--- src/rtl/bcd2bin_seq.sv ---
// Sequential packed-BCD to binary converter (reverse double-dabble, one bit per clock).
// Latency: done pulses WIDTH+2 clocks after start is accepted (2 clocks if a nibble is > 9).
// Backpressure: start is only sampled in IDLE; requests made while busy are dropped.
module bcd2bin_seq #(
  parameter int NDIG  = 8,
  parameter int WIDTH = 32
) (
  input  logic              clk,
  input  logic              rst,
  input  logic              start,
  input  logic [4*NDIG-1:0] bcd_in,
  output logic              busy,
  output logic              done,
  output logic              err,
  output logic [WIDTH-1:0]  value
);

  localparam int BW = 4 * NDIG;
  localparam int CW = $clog2(WIDTH + 1);

  localparam logic [1:0] IDLE   = 2'd0;
  localparam logic [1:0] SHIFT  = 2'd1;
  localparam logic [1:0] FINISH = 2'd2;

  logic [1:0]       state;
  logic [BW-1:0]    bcd_r;
  logic [BW-1:0]    bcd_nxt;
  logic [WIDTH-1:0] bin_r;
  logic [WIDTH-1:0] bin_nxt;
  logic [CW-1:0]    cnt;
  logic             bad;
  logic             in_bad;

  // Flag an operand that holds any non-decimal nibble; such operands skip the shift loop.
  always_comb begin
    in_bad = 1'b0;
    for (int i = 0; i < NDIG; i++) begin
      if (bcd_in[4*i +: 4] > 4'd9) in_bad = 1'b1;
    end
  end

  // One reverse double-dabble step: shift {bcd,bin} right, then correct every nibble >= 8 by -3.
  always_comb begin
    bin_nxt = {bcd_r[0], bin_r[WIDTH-1:1]};
    bcd_nxt = {1'b0, bcd_r[BW-1:1]};
    for (int i = 0; i < NDIG; i++) begin
      if (bcd_nxt[4*i +: 4] >= 4'd8) bcd_nxt[4*i +: 4] = bcd_nxt[4*i +: 4] - 4'd3;
    end
  end

  // Control FSM and datapath registers; value/err only change in FINISH so they hold across a conversion.
  always_ff @(posedge clk or negedge rst) begin
    if (!rst) begin
      state <= IDLE;
      bcd_r <= '0;
      bin_r <= '0;
      cnt   <= '0;
      bad   <= 1'b0;
      busy  <= 1'b0;
      done  <= 1'b0;
      err   <= 1'b0;
      value <= '0;
    end else begin
      done <= 1'b0;
      case (state)
        IDLE: begin
          if (start) begin
            bcd_r <= bcd_in;
            bin_r <= '0;
            cnt   <= CW'(WIDTH - 1);
            busy  <= 1'b1;
            bad   <= in_bad;
            state <= in_bad ? FINISH : SHIFT;
          end
        end
        SHIFT: begin
          bcd_r <= bcd_nxt;
          bin_r <= bin_nxt;
          if (cnt == '0) state <= FINISH;
          else           cnt   <= cnt - 1'b1;
        end
        FINISH: begin
          value <= bad ? '0 : bin_r;
          err   <= bad;
          done  <= 1'b1;
          busy  <= 1'b0;
          state <= IDLE;
        end
        default: state <= IDLE;
      endcase
    end
  end

endmodule
--- config.mk ---
export PLATFORM = sky130hd
export DESIGN_NAME = bcd2bin_seq
export DESIGN_NICKNAME = d
export VERILOG_FILES = /design/src/rtl/bcd2bin_seq.sv
export SDC_FILE = /design/constraint.sdc
export NUM_CORES = 1
export LEC_CHECK = 0
export CAP_MARGIN = 15
export CORE_AREA = 2 2 133 135
export DETAILED_ROUTE_END_ITERATION = 10
export DIE_AREA = 0 0 135 137
export GPL_TIMING_DRIVEN = 1
export PLACE_DENSITY = 0.58
export RECOVER_POWER = 25
export REMOVE_ABC_BUFFERS = 1
export SLEW_MARGIN = 30
export SYNTH_ARGS = -nofsm -noshare
export SYNTH_HDL_FRONTEND = slang
export SYNTH_SLANG_ARGS = --single-unit
--- constraint.sdc ---
create_clock -name clk -period 1.35 [get_ports clk]
set_input_delay 0.27 -clock clk [delete_from_list [all_inputs] [get_ports clk]]
set_output_delay 0.27 -clock clk [all_outputs]
set_load 0.02 [all_outputs]
## After elaboration in Yosys (flattened, before gate mapping)

Cells that the tools add are included.

- Add/subtract/negate cells: 8
- Magnitude comparators: 15
- Equality and inequality tests: 5
- Mux-type cells: 30
- Reductions and logical operators: 9

Operators by type and width:

| kind | count |
|---|---|
| case mux 32 bit (2 select lines) | 2 |
| two-way mux 32 bit | 3 |
| greater-than comparator 4 bit, second input constant | 8 |
| >= comparator 4 bit, second input constant | 7 |
| two-way mux 4 bit | 7 |
| subtractor 4 x 2 -> 4 bit, second input constant | 7 |
| two-way mux 6 bit | 2 |
| case mux 6 bit (2 select lines) | 1 |
| two-way mux 1 bit | 10 |
| AND reduction 2 bit | 4 |
| zero test 6 bit | 1 |
| two-way mux 2 bit | 3 |
| != test 2 bit, second input constant | 3 |
| subtractor 6 x 1 -> 6 bit, second input constant | 1 |
| case mux 2 bit (2 select lines) | 1 |
| nonzero test 2 bit | 2 |
| AND reduction 3 bit | 1 |
| equality test 2 x 1 -> 1 bit, second input constant | 1 |
| equality test 2 bit, second input constant | 1 |
| zero test 2 bit | 1 |
| case mux 1 bit (2 select lines) | 1 |

- Register bits: 108
- Logic and storage cells: 76

## Longest topological paths before layout

- Depth in word-level cells: 12
- Mapped depth: 7
- Gate-level depth less buffers: 6

## Worst setup path after synthesis

Ideal clock, no wire load.

- Kind: flip-flop to flip-flop
- Start: reg cnt[0]
- End: reg cnt[2]
- Library setup time: 0.131 ns
- Data arrival time: 1.280 ns
- Required time: 1.219 ns
- Slack: -0.061 ns
- Cell stages (with the launch flop): 7
- Buffers on the path: 0
- Cell sequence: dfrtp_1 -> inv_1 -> ha_1 -> nor2b_1 -> a21oi_4 -> a211oi_1 -> a31oi_1

- Cells in the longest elaborated chain, start to end: 3
- Elaborated cells on any way between the ends: 6

RTL lines:

| item | line | text |
|---|---|---|
| from (decl) | 30 | `logic [CW-1:0] cnt;` |
| from (signal assigned) | 70 | `cnt <= CW'(WIDTH - 1);` |
| from (signal assigned) | 80 | `else cnt <= cnt - 1'b1;` |
| subtractor 6 x 1 -> 6 bit or zero test 6 bit (tied branches) | 80, 79 |  |
| two-way mux 6 bit or != test 2 bit (tied branches) | - |  |
| case mux 6 bit (2 select lines) or AND reduction 3 bit (tied branches) | - |  |

Parallel ways exist; a longest one is shown, timed or not. The select of a mux whose other input is x is not followed.
A chain may end at the register's enable or synchronous reset.

## Worst setup path after layout

- Start: reg state[1]
- End: reg bcd_r[8]

- Cells in the longest elaborated chain, start to end: 3
- Elaborated cells on any way between the ends: 6

RTL lines:

| item | line | text |
|---|---|---|
| from (decl) | 25 | `logic [1:0] state;` |
| from (signal assigned) | 73 | `state <= in_bad ? FINISH : SHIFT;` |
| equality test 2 x 1 -> 1 bit or zero test 2 bit (tied branches) | 65 | `case (state)` |
| nonzero test 2 bit (no source line) or != test 2 bit (tied branches) | - |  |
| AND reduction 2 bit (no source line) | - |  |
| to (signal assigned) | 68 | `bcd_r <= bcd_in;` |
| to (signal assigned) | 77 | `bcd_r <= bcd_nxt;` |
| to (decl) | 26 | `logic [BW-1:0] bcd_r;` |

Parallel ways exist; a longest one is shown, timed or not.

==> flow_metrics.tcl <==
set metrics [dict create \
    status "complete, but fails checks" \
    failed_checks "negative setup slack" \
    viasPerCell 4.757 \
    drive_gt1_share_pct 21.05 \
    async_flop_share_pct 100.0 \
    rsz0062_at_grt "yes" \
    cts-root-buf "clkbuf_16" \
    yosys_most_used_dff "dfrtp_1" \
    synth_xor_area_share_pct 2.606 \
    drv_cap 0 \
    worst_slew_pin_slew_ns 0.7164 \
    ys_types 39 \
    fin_crit_sh_pct 101.1 \
    synth-seq-area-share_pct 53.61 \
    vias 4053 \
    power.density_nw_per_um2 1101 \
    synth_area_per_cell_um2 10.23 \
    yosys-top-cells-area "dfrtp_1 54%, a22o_1 5.4%, nand2_1 5.3%" \
    cts-htree-levels 3 \
    gr-max-usage-layer "met2" \
    area_growth_syn_to_layout_pct 37.95 \
    yosys.area_share.adder_pct 3.971 \
    ioPinCount 70 \
    cellLeakagePower_nw 3.163 \
    diodes 0 \
    hold_viol 0 \
    post-route-util_pct 40.77 \
    setup_viol 10 \
    drtIter0Drc 200 \
    cp_data_required_time_ns 1.58 \
    grtUsageTotal_pct 14.05 \
    grt_pass1_vias 4114 \
    synth_compound_area_share_pct 20.13 \
    die_h_um 137 \
    yosys_warnings 0 \
    worstSetupStartpointType "flop" \
    ant_nets 0 \
    mostFrequentLayoutCells "106 x dfrtp_1, 70 x nand2_1, 63 x buf_4, 39 x nand2b_1, 39 x o21ai_0" \
    clk_pin_slew_ns 0.08 \
    final_common_cell "dfrtp_1" \
    grt_overflow_total 0 \
    grt_start_max_net_pins 35 \
    use_met3_pct 2.741 \
    io_buffers 69 \
    die_w_um 135 \
    dr.pass1.iters 4 \
    relSlewSlack_pct 52.24 \
    cts_buffer_depth 2 \
    synthMuxAreaShare_pct 0.2234 \
    synth_top_family_by_area "compound AO/OA/AOI/OAI gates" \
    rows 48 \
    nets 673 \
    gp_congestion 0.8034 \
    cts_tree "built" \
    use_met1_pct 18.64 \
    cp-end-kind "flop" \
    fillCellCount 1657 \
    ir_worst_vdd_mv 0.6411 \
    die_area_um2 18500 \
    tns_ns -0.1004 \
    crit_arrival_ns 1.60 \
    crit_type "flop to flop" \
    wl_um 12170 \
    yosysTopAreaCellShare_pct 53.61 \
    drc 0 \
    synthCells 493 \
    ys_ff_latch 108 \
    clkLatencyLatePin_ns 0.35 \
    maxSlewViolCount 0 \
    fin_ws_ns -0.01455 \
    synth_top_area_cell "dfrtp_1" \
    path_max_fanout 7 \
    core-area_um2 17060 \
    initial_core_util_pct 29.56 \
    synth-edff-count 0 \
    place_hpwl_um 8589 \
    finClkSkew_ns 0.005466 \
    synthSimpleGateAreaFrac_pct 14.02 \
    period_minus_slack_ns 1.365 \
    clkSinkCount 108 \
    synth_area_um2 5041 \
    grt_antenna_before_repair 0 \
    grt_pass1_wl_um 20950 \
    min_path_type "flop to flop" \
    use_met2_pct 23.43 \
    fmax_mhz 732.8 \
    routedWlPerCell_um 14.29 \
    cts_buffers 9 \
]
-- worst max-delay path, cell delays in order (launching register included) --
cell      delay [ns]
dfrtp_2         0.46
nand2b_1        0.26
buf_4           0.19
buf_4           0.13
o22ai_1         0.13
a21oi_1         0.08
-- sequential cells by signal (all words and copies together), names as in the netlist --
register	cells
busy	1
value	32
cnt	6
bcd_r	32
bad	1
state	2
err	1
bin_r	32
done	1
-- cells by family (layout without fill, tap and decap cells) --
kind of cell             Yosys count  in the layout
adder cells (fa/ha/maj)           16             16
XOR/XNOR                          15             15
flip-flops                       108            108
multiplexers                       1              1
AO/OA/AOI/OAI                    155            155
AND/OR/NAND/NOR                  145            146
buffers and inverters             53            186
-- through the flow --
stage               hold WS (ns)  power [W]  setup slack [ns]  cells  cell area (µm²)
floorplan               -0.02559   0.004351           -0.7775    460             4842
global placement          0.2163   0.004908           -0.5360    820             6361
detailed placement        0.2220   0.004974           -0.5455    820             6361
CTS                       0.3925   0.007633         -0.004615    844             6756
global route              0.5102   0.008068          -0.08846    852             6954
finish                    0.4804   0.007657          -0.01455    852             6954
-- synthesized netlist by cell type, drive strengths merged (15+ instances only) --
| master | instances |
|---|---|
| dfrtp | 108 |
| nand2b | 41 |
| o21ai | 43 |
| a22o | 31 |
| nor2 | 15 |
| o22ai | 23 |
| buf | 25 |
| nand2 | 72 |
| a31oi | 21 |
| ha | 16 |
| inv | 20 |
| a21oi | 23 |
-- routing by layer --
metal  share of wire, %  up-vias
met5                  0        -
met4                1.5        0
met2                 48       93
met1                 46     1962
li1                   -     1983
met3                4.0       15
-- what timing repair did --
item | CTS | global route
setup buffers | 6 | 7
endpoints found under the setup margin | 117 | 127
gates resized for setup | 57 | 61
endpoints found under the hold margin | 20 | 0
hold buffers | 1 | 0
cloned | 1 | 1
pin swaps | 5 | 16
-- power by group --
part / switching, W / total [W] / internal (W)
logic: 0.000674 / 0.00137 / 0.000695
clock network: 0.00129 / 0.00259 / 0.00130
registers: 0.000262 / 0.00369 / 0.00343
total: 0.00223 / 0.00766 / 0.00543
-- final timing paths --
kind,startpoint,end,slack [ns],depth (start not counted)
worst min-delay path,value[12],value[12],0.48,2
worst max-delay path,state[1],bcd_r[8],-0.01,5
max in group asynchronous,rst,bcd_r[23],0.20,3
worst min register to register,value[12],value[12],0.48,2
worst max register to register,state[1],bcd_r[8],-0.01,5
min in group asynchronous,rst,value[23],0.51,2
-- final cells by class --
| class | count | area [µm²] | share of cell area [%] |
|---|---|---|---|
| clock buffer | 9 | 225.2 | 3.239 |
| clock inverter | 7 | 67.56 | 0.9716 |
| inverter | 20 | 78.83 | 1.134 |
| multi-input combinational | 333 | 2212 | 31.81 |
| sequential | 108 | 2705 | 38.90 |
| tap | 225 | 281.5 | 4.048 |
| timing repair buffer | 150 | 1384 | 19.90 |
Note: power is estimated with default switching activity, not from simulation.
